===== config.mk =====
export PLATFORM = sky130hd
export DESIGN_NAME = tv80_blkseq_flat
export DESIGN_NICKNAME = d
export VERILOG_FILES = /design/src/rtl/tv80_blkseq_if.sv /design/src/rtl/tv80_blkseq.sv /design/src/flat_wrapper.sv
export SDC_FILE = /design/constraint.sdc
export NUM_CORES = 1
export LEC_CHECK = 0
export BUFFER_PORTS_ARGS = -buffer_cell sky130_fd_sc_hd__buf_4
export CORE_MARGIN = 2
export CORE_UTILIZATION = 60
export CTS_CLUSTER_DIAMETER = 150
export DETAILED_ROUTE_END_ITERATION = 6
export PLACE_DENSITY = 0.83
export SYNTH_ARGS = -nofsm -noshare
export SYNTH_HDL_FRONTEND = slang
export SYNTH_SLANG_ARGS = --single-unit
export TNS_END_PERCENT = 20

===== constraint.sdc =====
create_clock -name clk -period 6.3 [get_ports clk]
set_input_delay 1.26 -clock clk [delete_from_list [all_inputs] [get_ports clk]]
set_output_delay 1.26 -clock clk [all_outputs]
set_load 0.02 [all_outputs]

===== src/rtl/tv80_blkseq_if.sv =====
// Memory request/acknowledge bus between the TV80 block-transfer sequencer
// and memory. A transfer completes at an edge where mem_req and mem_ack are
// both high; mem_rdata is valid together with mem_ack.
interface tv80_blkseq_if;
    logic        mem_req;
    logic        mem_we;
    logic [15:0] mem_addr;
    logic [7:0]  mem_wdata;
    logic [7:0]  mem_rdata;
    logic        mem_ack;

    modport master (
        output mem_req, mem_we, mem_addr, mem_wdata,
        input  mem_rdata, mem_ack
    );

    modport slave (
        input  mem_req, mem_we, mem_addr, mem_wdata,
        output mem_rdata, mem_ack
    );
endinterface


===== src/rtl/tv80_blkseq.sv =====
// TV80 block-transfer sequencer: runs LDI/LDD/LDIR/LDDR as a self-timed
// micro-sequence over register-file port A and the memory req/ack bus.
// Define TV80_BLK_COMPARE_EN to add CPI/CPD/CPIR/CPDR (compare forms).
module tv80_blkseq (
    input  logic          clk,
    input  logic          reset,
    input  logic          start,
    input  logic          dir,      // 0 = increment HL/DE, 1 = decrement
    input  logic          rpt,      // repeat form (xxIR/xxDR)
    input  logic          alt,      // alternate register set
    input  logic          cmp,      // compare form (CPx)
    input  logic [7:0]    acc,
    output logic          busy,
    output logic          done,
    output logic          pv_flag,
    output logic          z_flag,
    output logic [2:0]    reg_addr,
    output logic [7:0]    reg_dih,
    output logic [7:0]    reg_dil,
    output logic          reg_weh,
    output logic          reg_wel,
    output logic          reg_cen,
    input  logic [7:0]    reg_doh,
    input  logic [7:0]    reg_dol,
    tv80_blkseq_if.master mem
);

    typedef enum logic [3:0] {
        IDLE, LD_BC, LD_HL, LD_DE, MRD, MWR, WB_HL, WB_DE, WB_BC, DONE
    } state_t;

    // Low two bits of the register-file address for each pair.
    localparam logic [1:0] SEL_BC = 2'd0;
    localparam logic [1:0] SEL_DE = 2'd1;
    localparam logic [1:0] SEL_HL = 2'd2;

    state_t      state;
    logic        dir_q;
    logic        rpt_q;
    logic        alt_q;
    logic [15:0] bc;
    logic [15:0] de;
    logic [15:0] hl;
    logic [7:0]  data;

    logic [15:0] rd_pair;
    logic [15:0] hl_step;
    logic [15:0] de_step;
    logic [15:0] bc_dec;
    logic        xfer;
    logic        cmp_mode;
    logic        match;

    assign rd_pair = {reg_doh, reg_dol};
    assign hl_step = dir_q ? hl - 16'd1 : hl + 16'd1;
    assign de_step = dir_q ? de - 16'd1 : de + 16'd1;
    assign bc_dec  = bc - 16'd1;
    assign xfer    = mem.mem_req && mem.mem_ack;

`ifdef TV80_BLK_COMPARE_EN
    logic       cmp_q;
    logic [7:0] acc_q;

    // Capture the compare command qualifiers when a command is accepted.
    always_ff @(posedge clk) begin
        if (reset) begin
            cmp_q <= 1'b0;
            acc_q <= 8'h00;
        end else if (state == IDLE && start) begin
            cmp_q <= cmp;
            acc_q <= acc;
        end
    end

    assign cmp_mode = cmp_q;
    assign match    = cmp_q && (data == acc_q);
`else
    logic unused_cmp;

    assign unused_cmp = ^{cmp, acc};
    assign cmp_mode   = 1'b0;
    assign match      = 1'b0;
`endif

    // Sequencer: advances the state and registers every output for the state being entered.
    always_ff @(posedge clk) begin
        // NOTE: non-blocking only, so each register here sees the pre-edge values of the others.
        if (reset) begin
            state         <= IDLE;
            busy          <= 1'b0;
            done          <= 1'b0;
            pv_flag       <= 1'b0;
            z_flag        <= 1'b0;
            reg_addr      <= 3'd0;
            reg_dih       <= 8'h00;
            reg_dil       <= 8'h00;
            reg_weh       <= 1'b0;
            reg_wel       <= 1'b0;
            reg_cen       <= 1'b0;
            mem.mem_req   <= 1'b0;
            mem.mem_we    <= 1'b0;
            mem.mem_addr  <= 16'h0000;
            mem.mem_wdata <= 8'h00;
            dir_q         <= 1'b0;
            rpt_q         <= 1'b0;
            alt_q         <= 1'b0;
            bc            <= 16'h0000;
            de            <= 16'h0000;
            hl            <= 16'h0000;
            data          <= 8'h00;
        end else begin
            done    <= 1'b0;
            reg_weh <= 1'b0;
            reg_wel <= 1'b0;
            case (state)
                IDLE: begin
                    if (start) begin
                        dir_q    <= dir;
                        rpt_q    <= rpt;
                        alt_q    <= alt;
                        busy     <= 1'b1;
                        reg_cen  <= 1'b1;
                        reg_addr <= {alt, SEL_BC};
                        state    <= LD_BC;
                    end
                end
                LD_BC: begin
                    bc       <= rd_pair;
                    reg_addr <= {alt_q, SEL_HL};
                    state    <= LD_HL;
                end
                LD_HL: begin
                    hl <= rd_pair;
                    if (cmp_mode) begin
                        mem.mem_req  <= 1'b1;
                        mem.mem_we   <= 1'b0;
                        mem.mem_addr <= rd_pair;
                        state        <= MRD;
                    end else begin
                        reg_addr <= {alt_q, SEL_DE};
                        state    <= LD_DE;
                    end
                end
                LD_DE: begin
                    de           <= rd_pair;
                    mem.mem_req  <= 1'b1;
                    mem.mem_we   <= 1'b0;
                    mem.mem_addr <= hl;
                    state        <= MRD;
                end
                MRD: begin
                    if (xfer) begin
                        data <= mem.mem_rdata;
                        if (cmp_mode) begin
                            mem.mem_req          <= 1'b0;
                            hl                   <= hl_step;
                            reg_addr             <= {alt_q, SEL_HL};
                            {reg_dih, reg_dil}   <= hl_step;
                            reg_weh              <= 1'b1;
                            reg_wel              <= 1'b1;
                            state                <= WB_HL;
                        end else begin
                            mem.mem_we    <= 1'b1;
                            mem.mem_addr  <= de;
                            mem.mem_wdata <= mem.mem_rdata;
                            state         <= MWR;
                        end
                    end
                end
                MWR: begin
                    if (xfer) begin
                        mem.mem_req        <= 1'b0;
                        mem.mem_we         <= 1'b0;
                        hl                 <= hl_step;
                        reg_addr           <= {alt_q, SEL_HL};
                        {reg_dih, reg_dil} <= hl_step;
                        reg_weh            <= 1'b1;
                        reg_wel            <= 1'b1;
                        state              <= WB_HL;
                    end
                end
                WB_HL: begin
                    reg_weh <= 1'b1;
                    reg_wel <= 1'b1;
                    if (cmp_mode) begin
                        bc                 <= bc_dec;
                        reg_addr           <= {alt_q, SEL_BC};
                        {reg_dih, reg_dil} <= bc_dec;
                        state              <= WB_BC;
                    end else begin
                        de                 <= de_step;
                        reg_addr           <= {alt_q, SEL_DE};
                        {reg_dih, reg_dil} <= de_step;
                        state              <= WB_DE;
                    end
                end
                WB_DE: begin
                    bc                 <= bc_dec;
                    reg_addr           <= {alt_q, SEL_BC};
                    {reg_dih, reg_dil} <= bc_dec;
                    reg_weh            <= 1'b1;
                    reg_wel            <= 1'b1;
                    state              <= WB_BC;
                end
                WB_BC: begin
                    // bc already holds the decremented count here.
                    if (rpt_q && bc != 16'h0000 && !match) begin
                        mem.mem_req  <= 1'b1;
                        mem.mem_we   <= 1'b0;
                        mem.mem_addr <= hl;
                        state        <= MRD;
                    end else begin
                        done    <= 1'b1;
                        pv_flag <= (bc != 16'h0000);
                        z_flag  <= match;
                        state   <= DONE;
                    end
                end
                DONE: begin
                    busy    <= 1'b0;
                    reg_cen <= 1'b0;
                    state   <= IDLE;
                end
                default: begin
                    state <= IDLE;
                end
            endcase
        end
    end

endmodule


===== src/flat_wrapper.sv =====
// flat-port wrapper written by rule: the top's interface ports become plain ports
module tv80_blkseq_flat 
  (clk, reset, start, dir, rpt, alt, cmp, acc, busy, done, pv_flag, z_flag, reg_addr, reg_dih, reg_dil, reg_weh, reg_wel, reg_cen, reg_doh, reg_dol, mem_mem_req, mem_mem_we, mem_mem_addr, mem_mem_wdata, mem_mem_rdata, mem_mem_ack);
  tv80_blkseq_if mem_i ();
  input  logic clk;
  input  logic reset;
  input  logic start;
  input  logic dir;
  input  logic rpt;
  input  logic alt;
  input  logic cmp;
  input  logic [7:0] acc;
  output logic busy;
  output logic done;
  output logic pv_flag;
  output logic z_flag;
  output logic [2:0] reg_addr;
  output logic [7:0] reg_dih;
  output logic [7:0] reg_dil;
  output logic reg_weh;
  output logic reg_wel;
  output logic reg_cen;
  input  logic [7:0] reg_doh;
  input  logic [7:0] reg_dol;
  output wire logic [$bits(mem_i.mem_req)-1:0] mem_mem_req;
  output wire logic [$bits(mem_i.mem_we)-1:0] mem_mem_we;
  output wire logic [$bits(mem_i.mem_addr)-1:0] mem_mem_addr;
  output wire logic [$bits(mem_i.mem_wdata)-1:0] mem_mem_wdata;
  input wire logic [$bits(mem_i.mem_rdata)-1:0] mem_mem_rdata;
  input wire logic [$bits(mem_i.mem_ack)-1:0] mem_mem_ack;
  assign mem_mem_req = mem_i.mem_req;
  assign mem_mem_we = mem_i.mem_we;
  assign mem_mem_addr = mem_i.mem_addr;
  assign mem_mem_wdata = mem_i.mem_wdata;
  assign mem_i.mem_rdata = mem_mem_rdata;
  assign mem_i.mem_ack = mem_mem_ack;
  tv80_blkseq u_core (.clk(clk), .reset(reset), .start(start), .dir(dir), .rpt(rpt), .alt(alt), .cmp(cmp), .acc(acc), .busy(busy), .done(done), .pv_flag(pv_flag), .z_flag(z_flag), .reg_addr(reg_addr), .reg_dih(reg_dih), .reg_dil(reg_dil), .reg_weh(reg_weh), .reg_wel(reg_wel), .reg_cen(reg_cen), .reg_doh(reg_doh), .reg_dol(reg_dol), .mem(mem_i));
endmodule

==> results of run 1 <==
==> kinds of logic (layout without fill, tap and decap cells) <==
logic type | after synthesis | count (layout) | synth area share
AO/OA/AOI/OAI | 229 | 229 | 0.2422
buffers and inverters | 65 | 116 | 0.04125
AND/OR/NAND/NOR | 346 | 346 | 0.2356
other | 1 | 1 | 0.0005944
flip-flops | 104 | 104 | 0.3300
XOR/XNOR | 38 | 38 | 0.05276
multiplexers | 20 | 20 | 0.03173
adder cells (fa/ha/maj) | 32 | 32 | 0.06585
==> registers in the layout, summed over array words and instances (netlist names) <==
register              flops
u_core.alt_q              1
u_core.bc                16
u_core.hl                16
u_core.mem.mem_wdata      8
u_core.rpt_q              1
u_core.reg_dih            8
u_core.state              4
u_core.reg_addr           3
u_core.mem.mem_we         1
u_core.pv_flag            1
u_core.de                16
u_core.reg_weh            1
u_core.done               1
u_core.reg_dil            8
u_core.dir_q              1
u_core.mem.mem_addr      16
u_core.busy               1
u_core.mem.mem_req        1
==> power by group through the flow <==
| stage | Clock [W] | Sequential (W) | Combinational [W] |
|---|---|---|---|
| after CTS | 0.000461 | 0.000723 | 0.000363 |
| after detailed placement | 0 | 0.000739 | 0.000360 |
| after global placement | 0 | 0.000736 | 0.000351 |
| final | 0.000465 | 0.000725 | 0.000372 |
| after floorplan | 0 | 0.000736 | 0.000255 |
| after global routing | 0.000484 | 0.000728 | 0.000405 |
==> cell usage after synthesis (7+ instances only) <==
library cell,count,area share
dfxtp_1,104,0.33
o21ai_0,11,0.0087
ha_1,30,0.060
xnor2_1,17,0.024
o211ai_1,9,0.011
inv_1,9,0.0054
xor2_1,21,0.029
a311oi_1,17,0.024
mux2i_1,20,0.032
o21a_1,7,0.0083
nand3_1,17,0.013
nor2_1,120,0.071
nor2b_1,9,0.0089
clkbuf_1,47,0.028
nand2_1,144,0.086
a221oi_1,17,0.024
o21ai_1,19,0.015
a21oi_1,77,0.061
a211oi_1,35,0.042
nor3_1,24,0.019
==> per-layer routing <==
layer,vias up,track usage
met3,36,0.06990
li1,3089,-
met5,-,0
met4,0,0.1122
met1,2987,0.4503
met2,380,0.5266
==> critical path: stages, from the launching register on <==
cell	delay (ns)
dfxtp_1	0.62
nor2b_1	0.61
nand3_1	0.82
nand2_1	0.70
o21ai_0	0.21
a221oi_1	0.29
nor2_1	0.07
==> per-stage QoR <==
step                      setup WS [ns]  instance area [um^2]    util  hold WS, ns
after floorplan                   3.281                  6309       -       0.4491
after global placement            2.874                  6947  0.6759       0.4444
after detailed placement          2.735                  6947  0.6759       0.4488
after CTS                         2.916                  7154  0.6961       0.4631
after global routing              2.638                  7154  0.6961       0.4787
final                             2.816                  7154  0.6961       0.4635
==> final cells by class <==
class | instances | area [um^2]
clock inverters | 6 | 83.83
multi-input cells | 666 | 3974
inverters | 10 | 37.54
flip-flops and latches | 104 | 2082
clock buffers | 9 | 123.9
repair buffers | 91 | 683.2
well taps | 136 | 170.2
fillers | 885 | 3123
==> path summary, 6_finish.rpt <==
path,from,to,cells past startpoint
hold reg to reg,u_core.mem.mem_wdata[3]$_SDFFE_PP0P_,u_core.mem.mem_wdata[3]$_SDFFE_PP0P_,2
setup reg to reg,u_core.state[2]$_SDFFE_PP0P_,u_core.bc[9]$_SDFFE_PP0P_,6
setup / recovery,u_core.state[2]$_SDFFE_PP0P_,u_core.bc[9]$_SDFFE_PP0P_,6
hold / removal,u_core.mem.mem_wdata[3]$_SDFFE_PP0P_,u_core.mem.mem_wdata[3]$_SDFFE_PP0P_,2
==> impl_metrics.yaml, run 1 <==
power_and_ir_drop:
  cell_internal_pwr_w: 0.001050
  cellPowerDensity_nw_per_um2: 218.3
  p_seq_frac: 0.464
  irDropWorstVdd_uv: 155.4
  p_leak_nw: 2.913
  power_frac_comb: 0.238
  pwr-share-clk: 0.298
  switching_power_w: 0.0005120
  p_sw_frac: 0.3277
  p_total_w: 0.001562
cells_and_area:
  layout.cells.most_common: "nand2_1"
  final_cell_mix: "nand2_1 (144), nor2_1 (119), dfxtp_1 (104)"
  syn2layout_area_growth_pct: 13.41
  fin_cells: 1022
  nets: 954
  drive_gt1_frac: 0.1287
  diodes: 0
route:
  drt_wl_total_um: 19080
  ant_nets: 0
  vias_per_cell: 6.352
  met3WireLength_um: 2018
  drtPass1Iterations: 5
  top_layer: "met4"
  wl_met1_um: 7979
  drc: 0
  wl_per_cell_um: 18.67
  drt-initial-drc-count: 786
  wl_met2_um: 8609
  vias: 6492
timing:
  period_needed_ns: 3.484
  max_slew_margin: 0.2668
  setup_viol: 0
  tightest_slew_ns: 1.100
  hold_viol: 0
  rsz0062_at_grt: "false"
  finalMaxSlewViolations: 0
  fin_crit_sh: 0.5531
  fmax_ghz: 0.2870
  finClkSkew_ns: 0.008929
  tns_ns: 0
grt:
  grt_first_pass_wirelength_um: 29450
  grt_max_degree: 106
  grt_antenna_before_repair: 0
  gr-usage-all-layers: 0.3320
  gr-total-overflow: 0
  grt_pass1_vias: 5817
die:
  row_count: 37
  ioPinCount: 92
  dieWidth_um: 106.5
  die_h_um: 106.5
  core_um2: 10280
  initial_core_util: 0.6138
  fp.dieArea_um2: 11350
logic_synthesis:
  ys_warn_count: 0
  synth_area_per_cell_um2: 7.555
  synth_cell_type_count: 60
  syn_area_um2: 6309
  ys_ff_latch: 104
  synth_cells: 835
  synth_edf_count: 0
  synth_fp_nets: 907
  synth_seq_area_share: 0.3300
  ys_async_sr_fraction: 0
  synthFlopType: "dfxtp_1"
setup_path:
  start_kind: "register"
  worstPathArrival_ns: 3.73
  worstSetupPathType: "reg -> reg"
  reg2reg_slack_ns: 2.82
  cp-end-kind: "register"
  worstPathRequired_ns: 6.54
  cp_max_fo: 26
clock_tree:
  cts.clk_slew.worst_paths_ns: 0.10
  post_cts_resized: 0
  clock_latency_ns: 0.39
  hold_buffers: 0
  cts_setup_buffers: 0
  cts_sinks: 104
  cts-buffers-inserted: 9
  cts_tree: "yes"
  ctsRootBufferMaster: "clkbuf_8"
  htree_levels: 3
  cts.path.max_buffers: 2
place:
  portBuffers: 81
  dpl.hpwl_um: 13510
  place_congestion: 0.9521
  post-place-cells: 1007
run_status:
  outcome: "complete, no violations"
hold_path:
  hp-class: "reg -> reg"
run:
  drv_cap: 0
(Power assumes the default switching activity.)
==> run 2: changes to the inputs <==
- CORE_UTILIZATION: 60 -> 58
- PLACE_DENSITY: 0.83 -> 0.81
- clock period: 6.3 -> 3.3 ns (I/O delays scaled with it)
==> run 2 against run 1 <==
Cell area up 2.8%. Die area grew 3.3%. Sequential power rose by 90%. Utilization is 1.2 points lower. Count of clock-buffer cells in the layout grew 1. Critical path depth is 3 higher. Fmax grew 18%. Hold slack better by 0.0065 ns. Sequential cell count is the same. Global-route usage rose by 1.1 points. Power up 94%.
==> impl_metrics.yaml, run 2 (same netlist as run 1, synthesis figures left out) <==
clock_tree:
  clock_latency_ns: 0.38
  cts.clk_slew.worst_paths_ns: 0.10
  cts_tree: "yes"
  ctsRootBufferMaster: "clkbuf_8"
  cts-buffers-inserted: 9
  hold_buffers: 0
  cts.path.max_buffers: 2
  cts_setup_buffers: 0
  cts_sinks: 104
  htree_levels: 3
route:
  drc: 0
  drt-initial-drc-count: 815
  ant_nets: 0
  vias_per_cell: 6.290
  wl_per_cell_um: 18.93
  drt_wl_total_um: 19870
  vias: 6605
  drtPass1Iterations: 7
setup_path:
  worstSetupPathType: "reg -> reg"
  cp_max_fo: 15
  max_stage_delay_ns: 0.48
  worstPathRequired_ns: 3.52
  start_kind: "register"
  cp-end-kind: "register"
  worstPathCellList: "buf_4 > fa_1 > a211oi_1 > o21ai_1 > a21oi_1 > o21ai_1 > xor2_1 > a2111oi_2 > a211oi_1"
  worst_path_max_delay_cell: "dfxtp_2"
  worstPathArrival_ns: 3.18
  reg2reg_from: "u_core.dir_q$_SDFFE_PP0P_"
  reg2reg_slack_ns: 0.35
  startpoint: "u_core.dir_q$_SDFFE_PP0P_"
die:
  fp.dieArea_um2: 11730
  dieWidth_um: 108.3
  core_um2: 10750
  row_count: 38
  ioPinCount: 92
  die_h_um: 108.3
  initial_core_util: 0.5871
place:
  place_congestion: 0.9781
  dpl.hpwl_um: 14530
  portBuffers: 81
  placed_area_um2: 7124
grt:
  grt_pass1_vias: 5973
  gr-total-overflow: 0
  gr-usage-all-layers: 0.3428
  grt_first_pass_wirelength_um: 31060
  grt_max_degree: 78
  grt_antenna_before_repair: 0
power_and_ir_drop:
  cellPowerDensity_nw_per_um2: 412.5
  irDropWorstVdd_uv: 280.4
  switching_power_w: 0.0009833
  cell_internal_pwr_w: 0.002051
  p_leak_nw: 3.027
  p_seq_frac: 0.454
  p_sw_frac: 0.3241
  pwr-share-clk: 0.301
  p_total_w: 0.003034
  power_frac_comb: 0.245
timing:
  max_slew_margin: 0.2398
  fin_crit_sh: 0.8950
  tightest_slew_ns: 1.140
  rsz0062_at_grt: "false"
  hold_viol: 0
  setup_viol: 0
  finalMaxSlewViolations: 0
  hold_ws_ns: 0.4700
  fmax_ghz: 0.3386
  period_needed_ns: 2.954
  finClkSkew_ns: 0.01006
  tns_ns: 0
hold_path:
  hp-class: "reg -> reg"
  min_from: "u_core.mem.mem_wdata[4]$_SDFFE_PP0P_"
cells_and_area:
  nFillCells: 907
  drive_gt1_frac: 0.1527
  diodes: 0
  layout.cells.most_common: "nand2_1"
  finish.utilization: 0.6846
  syn2layout_area_growth_pct: 16.60
  seq_area_um2: 2083
  nets: 977
  final_cell_mix: "nand2_1 (144), nor2_1 (119), buf_4 (114)"
  final_area_um2: 7356
  multiInputGateArea_um2: 3974
run:
  drv_cap: 0
run_status:
  outcome: "complete, no violations"
## run 2: cell count changes in the layout (fill, tap and decap cells not counted), sizes merged
| cell | previous run | this run |
|---|---|---|
| inv | 11 | 10 |
| buf | 91 | 114 |
| clkinvlp | 0 | 2 |
| clkinv | 3 | 2 |
| clkbuf | 9 | 10 |
## run 2: per-stage QoR
stage	instances	setup WS [ns]
final	1050	0.3465
after CTS	1050	0.1607
after global placement	1034	0.2328
after detailed placement	1034	0.1975
after global routing	1050	0.2398
after floorplan	835	0.2814
## run 2: final timing paths
check / endpoint / depth (start not counted)
max: u_core.reg_dih[6]$_SDFFE_PP0P_ / 9
min: u_core.mem.mem_wdata[4]$_SDFFE_PP0P_ / 2
max reg2reg: u_core.reg_dih[6]$_SDFFE_PP0P_ / 9
min reg2reg: u_core.mem.mem_wdata[4]$_SDFFE_PP0P_ / 2
## run 2: cell type report
type | count | area share
Multi-Input combinational cell | 666 | 0.5402
Inverter | 10 | 0.005103
Tap cell | 140 | 0.02381
Sequential cell | 104 | 0.2832
Timing Repair Buffer | 114 | 0.1163
Clock buffer | 10 | 0.01871
Clock inverter | 6 | 0.01259
## run 2: power groups by stage
stage	clock, W	combinational [W]	sequential, W
floorplan	0	0.000487	0.00140
finish	0.000912	0.000744	0.00138
global placement	0	0.000706	0.00140
detailed placement	0	0.000724	0.00140
global route	0.000974	0.000811	0.00139
CTS	0.000924	0.000730	0.00138
## run 2: what timing repair did
| item | 4_1_cts | 5_1_grt |
|---|---|---|
| gates resized for setup | 0 | 1 |
| hold endpoints to repair | 0 | 0 |
| endpoints found under the setup margin | 0 | 3 |
## run 2: critical path, delay by kind of cell, from the launching register on
| kind | cells | cell delay [ns] |
|---|---|---|
| flops | 1 | 0.48 |
| xor+xnor | 1 | 0.21 |
| buf+inv | 1 | 0.24 |
| compound gates | 6 | 1.43 |
| fa+ha+maj | 1 | 0.45 |
## run 2: layer usage
layer | global-route usage | vias up | part of all wire
li1 | - | 3135 | -
met1 | 0.4800 | 3072 | 0.43
met2 | 0.5400 | 344 | 0.45
met3 | 0.05606 | 54 | 0.084
met4 | 0.1099 | 0 | 0.028
met5 | 0 | - | 0
